<file path="src/rtl/stopwatch_pkg.sv">
`default_nettype none
// ---------------------------------------------------------------------------
// stopwatch_pkg : shared constants, state type and field helper. Rev 1.0
// ---------------------------------------------------------------------------
package stopwatch_pkg;

  localparam logic [5:0] FIELD_MAX = 6'd59;
  localparam logic       SEL_SEC   = 1'b1;
  localparam logic       SEL_MIN   = 1'b0;

  typedef enum logic {
    RUN    = 1'b0,
    PAUSED = 1'b1
  } state_e;

  function automatic logic [5:0] field_inc(input logic [5:0] v);
    return (v >= FIELD_MAX) ? 6'd0 : v + 6'd1;
  endfunction

endpackage
`default_nettype wire

</file>
<file path="src/rtl/stopwatch_core_if.sv">
`default_nettype none
// ---------------------------------------------------------------------------
// stopwatch_core_if : button/switch inputs and display bundle. Rev 1.0
// ---------------------------------------------------------------------------
interface stopwatch_core_if;
  logic       adj_sw;
  logic       sel_sw;
  logic       pause_pulse;
  logic       clr_pulse;
  logic [5:0] min;
  logic [5:0] sec;
  logic       adjust;
  logic       selection;
  logic       paused;

  modport master (
    output adj_sw, sel_sw, pause_pulse, clr_pulse,
    input  min, sec, adjust, selection, paused
  );

  modport slave (
    input  adj_sw, sel_sw, pause_pulse, clr_pulse,
    output min, sec, adjust, selection, paused
  );
endinterface
`default_nettype wire

</file>
<file path="src/rtl/tick_divider.sv">
`default_nettype none
// ---------------------------------------------------------------------------
// tick_divider : free-running 0..DIV-1 counter with one-cycle tick. Rev 1.0
// ---------------------------------------------------------------------------
module tick_divider #(
  parameter int DIV = 2
) (
  input  logic clk,
  input  logic rst_n,
  input  logic sync_clr,
  output logic tick
);
  localparam int         W    = (DIV > 1) ? $clog2(DIV) : 1;
  localparam logic [W-1:0] LAST = W'(DIV - 1);

  logic [W-1:0] cnt_q;
  logic [W-1:0] cnt_d;

  always_comb begin
    cnt_d = cnt_q + W'(1);
    if (sync_clr || (cnt_q == LAST)) begin
      cnt_d = '0;
    end
  end

  always_ff @(posedge clk or negedge rst_n) begin
    if (!rst_n) begin
      cnt_q <= '0;
    end else begin
      cnt_q <= cnt_d;
    end
  end

  assign tick = (cnt_q == LAST);
endmodule
`default_nettype wire

</file>
<file path="src/rtl/stopwatch_core.sv">
`default_nettype none
// ---------------------------------------------------------------------------
// stopwatch_core : MM:SS stopwatch with pause, clear and 2 Hz field adjust. Rev 1.0
// ---------------------------------------------------------------------------
module stopwatch_core
  import stopwatch_pkg::*;
#(
  parameter int DIV_1HZ = 100_000_000,
  parameter int DIV_2HZ = 50_000_000
) (
  input  logic             clk,
  input  logic             rst_n,
  stopwatch_core_if.slave  sw
);
  logic [5:0] min_q, min_d;
  logic [5:0] sec_q, sec_d;
  logic       adjust_q, adjust_d;
  logic       selection_q, selection_d;
  logic       paused_q, paused_d;
  state_e     state_q, state_d;

  logic tick_1hz, tick_2hz;
  logic clr_1hz, clr_2hz;

  // Divider restarts are keyed to the edge on which registered adjust changes.
  assign clr_1hz = sw.clr_pulse | (adjust_q & ~sw.adj_sw);
  assign clr_2hz = ~adjust_q & sw.adj_sw;

  tick_divider #(.DIV(DIV_1HZ)) u_div_1hz (
    .clk      (clk),
    .rst_n    (rst_n),
    .sync_clr (clr_1hz),
    .tick     (tick_1hz)
  );

  tick_divider #(.DIV(DIV_2HZ)) u_div_2hz (
    .clk      (clk),
    .rst_n    (rst_n),
    .sync_clr (clr_2hz),
    .tick     (tick_2hz)
  );

  always_comb begin
    min_d       = min_q;
    sec_d       = sec_q;
    state_d     = state_q;
    adjust_d    = sw.adj_sw;
    selection_d = sw.sel_sw;

    if (!adjust_q && sw.pause_pulse && !sw.clr_pulse) begin
      state_d = (state_q == RUN) ? PAUSED : RUN;
    end

    if (sw.clr_pulse) begin
      min_d = 6'd0;
      sec_d = 6'd0;
    end else if (adjust_q) begin
      if (tick_2hz) begin
        if (selection_q == SEL_SEC) begin
          sec_d = field_inc(sec_q);
        end else begin
          min_d = field_inc(min_q);
        end
      end
    end else if (tick_1hz && ((state_q == RUN) || sw.pause_pulse)) begin
      // A tick landing on either pause transition still counts.
      sec_d = field_inc(sec_q);
      if (sec_q >= FIELD_MAX) begin
        min_d = field_inc(min_q);
      end
    end

    paused_d = (state_d == PAUSED);
  end

  always_ff @(posedge clk or negedge rst_n) begin
    if (!rst_n) begin
      min_q       <= 6'd0;
      sec_q       <= 6'd0;
      adjust_q    <= 1'b0;
      selection_q <= 1'b0;
      paused_q    <= 1'b0;
      state_q     <= RUN;
    end else begin
      min_q       <= min_d;
      sec_q       <= sec_d;
      adjust_q    <= adjust_d;
      selection_q <= selection_d;
      paused_q    <= paused_d;
      state_q     <= state_d;
    end
  end

  assign sw.min       = min_q;
  assign sw.sec       = sec_q;
  assign sw.adjust    = adjust_q;
  assign sw.selection = selection_q;
  assign sw.paused    = paused_q;
endmodule
`default_nettype wire

</file>
<file path="src/flat_wrapper.sv">
// flat-port wrapper written by rule: the top's interface ports become plain ports
module stopwatch_core_flat import stopwatch_pkg::*;
#(
  parameter int DIV_1HZ = 100_000_000,
  parameter int DIV_2HZ = 50_000_000
)
  (clk, rst_n, sw_adj_sw, sw_sel_sw, sw_pause_pulse, sw_clr_pulse, sw_min, sw_sec, sw_adjust, sw_selection, sw_paused);
  stopwatch_core_if sw_i ();
  input  logic clk;
  input  logic rst_n;
  input wire logic [$bits(sw_i.adj_sw)-1:0] sw_adj_sw;
  input wire logic [$bits(sw_i.sel_sw)-1:0] sw_sel_sw;
  input wire logic [$bits(sw_i.pause_pulse)-1:0] sw_pause_pulse;
  input wire logic [$bits(sw_i.clr_pulse)-1:0] sw_clr_pulse;
  output wire logic [$bits(sw_i.min)-1:0] sw_min;
  output wire logic [$bits(sw_i.sec)-1:0] sw_sec;
  output wire logic [$bits(sw_i.adjust)-1:0] sw_adjust;
  output wire logic [$bits(sw_i.selection)-1:0] sw_selection;
  output wire logic [$bits(sw_i.paused)-1:0] sw_paused;
  assign sw_i.adj_sw = sw_adj_sw;
  assign sw_i.sel_sw = sw_sel_sw;
  assign sw_i.pause_pulse = sw_pause_pulse;
  assign sw_i.clr_pulse = sw_clr_pulse;
  assign sw_min = sw_i.min;
  assign sw_sec = sw_i.sec;
  assign sw_adjust = sw_i.adjust;
  assign sw_selection = sw_i.selection;
  assign sw_paused = sw_i.paused;
  stopwatch_core #(.DIV_1HZ(DIV_1HZ), .DIV_2HZ(DIV_2HZ)) u_core (.clk(clk), .rst_n(rst_n), .sw(sw_i));
endmodule
</file>
<file path="config.mk">
export PLATFORM = sky130hd
export DESIGN_NAME = stopwatch_core_flat
export DESIGN_NICKNAME = d
export VERILOG_FILES = /design/src/rtl/stopwatch_pkg.sv /design/src/rtl/stopwatch_core_if.sv /design/src/rtl/tick_divider.sv /design/src/rtl/stopwatch_core.sv /design/src/flat_wrapper.sv
export SDC_FILE = /design/constraint.sdc
export NUM_CORES = 1
export LEC_CHECK = 0
export ABC_AREA = 1
export ABC_CLOCK_PERIOD_IN_PS = 2320
export BUFFER_PORTS_ARGS = -buffer_cell sky130_fd_sc_hd__buf_4
export CORE_MARGIN = 2
export CORE_UTILIZATION = 50
export DETAILED_ROUTE_END_ITERATION = 10
export HOLD_SLACK_MARGIN = 0.03
export PLACE_DENSITY = 0.67
export SLEW_MARGIN = 10
export SYNTH_ARGS = -nofsm -noshare
export SYNTH_HDL_FRONTEND = slang
export SYNTH_SLANG_ARGS = --single-unit
</file>
<file path="constraint.sdc">
create_clock -name clk -period 2.32 [get_ports clk]
set_input_delay 0.696 -clock clk [delete_from_list [all_inputs] [get_ports clk]]
set_output_delay 0.696 -clock clk [all_outputs]
set_load 0.1 [all_outputs]
</file>
==> reports/results.tsv <==
metric	value	unit
Yosys top cell area share	42.6	%
Via Count	3441	
pwr/cell area	613	mW/mm^2
Synth-to-Final Area Change	10.2	%
pin count of the biggest net entering global routing	69	
Antenna Cells	0	
synth cell count leaders	nand2_1 (137), nor2_1 (102), dfrtp_1 (68)	
Cell Chain, Critical Path	ha_1 > nand2_2 > nor2_8 > nand2_4 > nor2_4 > nand2_1 > nand2_2 > nor2_1 > o21a_1	
# rows	32	
Synth Cell Area	0.00400	sq mm
Mapped Nets	546	
Nets	572	
root buf cell	clkbuf_8	
most used cell, CP	nand2_2	
minimum clock period	1930	ps
layout cells sized above 1	10.2	%
max cap viols	0	
Die Ht	93.4	um
gpl congestion	0.915	
routed wire length	8660	um
DRT Pass-1 Iters	5	
grt ovf	0	
# DRC	0	
CTS Sinks	68	
# H-tree levels	3	
Distinct cells, synth	32	
Critical Path Fanout Max	26	
routed length per instance	12.9	um
vias per cell	5.14	
die area	0.00872	sq mm
post-route ant nets	0	
Tightest Pin Transition	1020	ps
Hold Path Class	primary input to asynchronous set/reset pin	
mean post-synth cell area	7.46	sq um
Fin Hold WS	343	ps
Post-Synthesis Cells	536	
Tot GR Track Use	22.1	%
fraction of registers with async set/reset	100	%
CP max-delay cell	nand2_2	
Final Hold Vio Count	0	
Core ar.	0.00773	sq mm
clk slew on worst S/H paths	70	ps
count leader, synth	nand2_1	
Worst Path Class, Setup	flip-flop to flip-flop	
maximum VDD drop	0.327	mV
Post-CTS Hold Buffers	0	
Port Buf Inserts	20	
Final Cell Area	0.00440	sq mm
FILL cells	754	
Fin Clk Skew	7.66	ps
Post-CTS Resized	0	
unrepaired setup endpoints after global routing	no	
status	complete, no violations	
Final Max Slew Viols	0	
Top Ports	21	
sequential fraction of the synthesis area	42.6	%
nature of the critical path endpoint	flip-flop	
Starting Density	51.7	%
Setup TNS Final	0	ps
normalized max-slew margin	31.9	%
setup bufs post-CTS	0	
setup violators final	0	
number of synthesized register bits	68	
Die Wd	93.4	um
Synth Warn #	0	
drt initial violations	192	
clock latency on the worst-skew pair	340	ps
Final period util	83.0	%
Max clock buf depth	2	
CTS tree	yes	
post-detail-place hpwl	6380	um
Post-synth top flop	dfrtp_1	
initial antenna violation count	0	
Critical Path Source Type	flip-flop	
max incr delay on CP	420	ps
Num CTS Buffers	9	
Worst Path Required	2550	ps
worst path arrival time	2160	ps
vias in the first global route	3237	
area leader, netlist	dfrtp_1	
Placement Cell Area	0.00422	sq mm
P_leak	2.03	nW
Post-synth EDFFs	0	
first-pass GRT wire length	15300	um
Synth area leaders	dfrtp_1 (43%), nand2_1 (13%), nor2_1 (9.6%), inv_1 (6.1%), xor2_1 (4.4%)	
fmax	519	MHz
Core Util, Final	57.0	%
flop2flop setup slack	390	ps
-- final timing paths --
check | endpoint | startpoint | cells after the start
worst max-delay path | u_core.u_div_1hz.cnt_q[10]$_DFF_PN0_ | u_core.u_div_1hz.cnt_q[0]$_DFF_PN0_ | 9
worst min-delay path | u_core.u_div_1hz.cnt_q[11]$_DFF_PN0_ | rst_n | 2
worst max register to register | u_core.u_div_1hz.cnt_q[10]$_DFF_PN0_ | u_core.u_div_1hz.cnt_q[0]$_DFF_PN0_ | 9
worst min register to register | u_core.u_div_2hz.cnt_q[0]$_DFF_PN0_ | u_core.u_div_2hz.cnt_q[0]$_DFF_PN0_ | 1
max in group asynchronous | u_core.u_div_2hz.cnt_q[15]$_DFF_PN0_ | rst_n | 2
min in group clk | u_core.u_div_2hz.cnt_q[0]$_DFF_PN0_ | u_core.u_div_2hz.cnt_q[0]$_DFF_PN0_ | 1
-- flip-flops by register name, indices dropped and copies added (netlist names) --
register and flops:
u_core.u_div_2hz.cnt_q 26, u_core.sw.selection 1, u_core.sw.sec 6, u_core.sw.adjust 1
u_core.sw.paused 1, u_core.u_div_1hz.cnt_q 27, u_core.sw.min 6
-- cell type report --
class | count | area (sq um) | area share (%)
clock inverters | 1 | 5.00 | 0.114
clock buffers | 15 | 176 | 4.01
repair buffers | 21 | 170 | 3.86
well taps | 102 | 128 | 2.90
inverters | 67 | 251 | 5.71
flip-flops and latches | 68 | 1700 | 38.6
multi-input cells | 395 | 1970 | 44.8
-- layer usage --
layer  up-vias  GRT usage (%)  wire, um
li1       1745              -         -
met1      1602           33.6      4450
met2        80           31.5      3640
met3        14           3.46       420
met5         -              0         0
met4         0           8.21       144
-- power by group --
| group | switching [W] | internal (W) |
|---|---|---|
| clock network | 0.000432 | 0.000476 |
| logic | 0.000374 | 0.000117 |
| registers | 0.0000556 | 0.00124 |
-- layout by cell type (no fill, tap or decap) --
cell	instances
a211oi_1	2
a21o_2	1
a21oi_1	8
a21oi_4	1
buf_12	1
buf_4	20
clkbuf_1	3
clkbuf_8	12
clkinv_2	1
dfrtp_1	68
ha_1	4
inv_1	65
inv_2	2
nand2_1	137
nand2_2	3
nand2_4	2
nand3_1	33
nand3_2	4
nand3b_1	1
nand4_1	20
nor2_1	102
nor2_2	3
nor2_4	2
nor2_8	1
nor3_1	25
nor3_2	1
nor3b_1	10
o211ai_1	1
o21a_1	1
o21ai_1	1
o21ai_2	2
o21bai_1	1
or2_2	2
xnor2_1	7
xor2_1	20
-- critical path, delay by kind of cell (launching register included) --
family,cells,cell delay (ps)
flip-flops,1,400
AO/OA/AOI/OAI,1,120
AND/OR/NAND/NOR,7,1070
adder cells (fa/ha/maj),1,220
-- stage by stage --
stage / cells / setup slack (ps) / power, W
2_1_floorplan: 536 / 17.2 / 0.00169
3_3_place_gp: 653 / 424 / 0.00180
3_5_place_dp: 653 / 378 / 0.00182
4_1_cts: 669 / 374 / 0.00272
5_1_grt: 669 / 176 / 0.00282
6_report: 669 / 395 / 0.00270
-- logic make-up (layout without fill, tap and decap cells) --
kind of cell | after synthesis | count (layout) | share of synthesized area, %
and+or+nand+nor | 346 | 346 | 39.0
AOI/OAI and AO/OA | 18 | 18 | 3.13
adders and majority gates | 4 | 4 | 1.25
DFF | 68 | 68 | 42.6
xor gates and xnor gates | 27 | 27 | 5.92
buffers and inverters | 73 | 104 | 8.08
No activity file was read; power rests on OpenSTA's default activity.
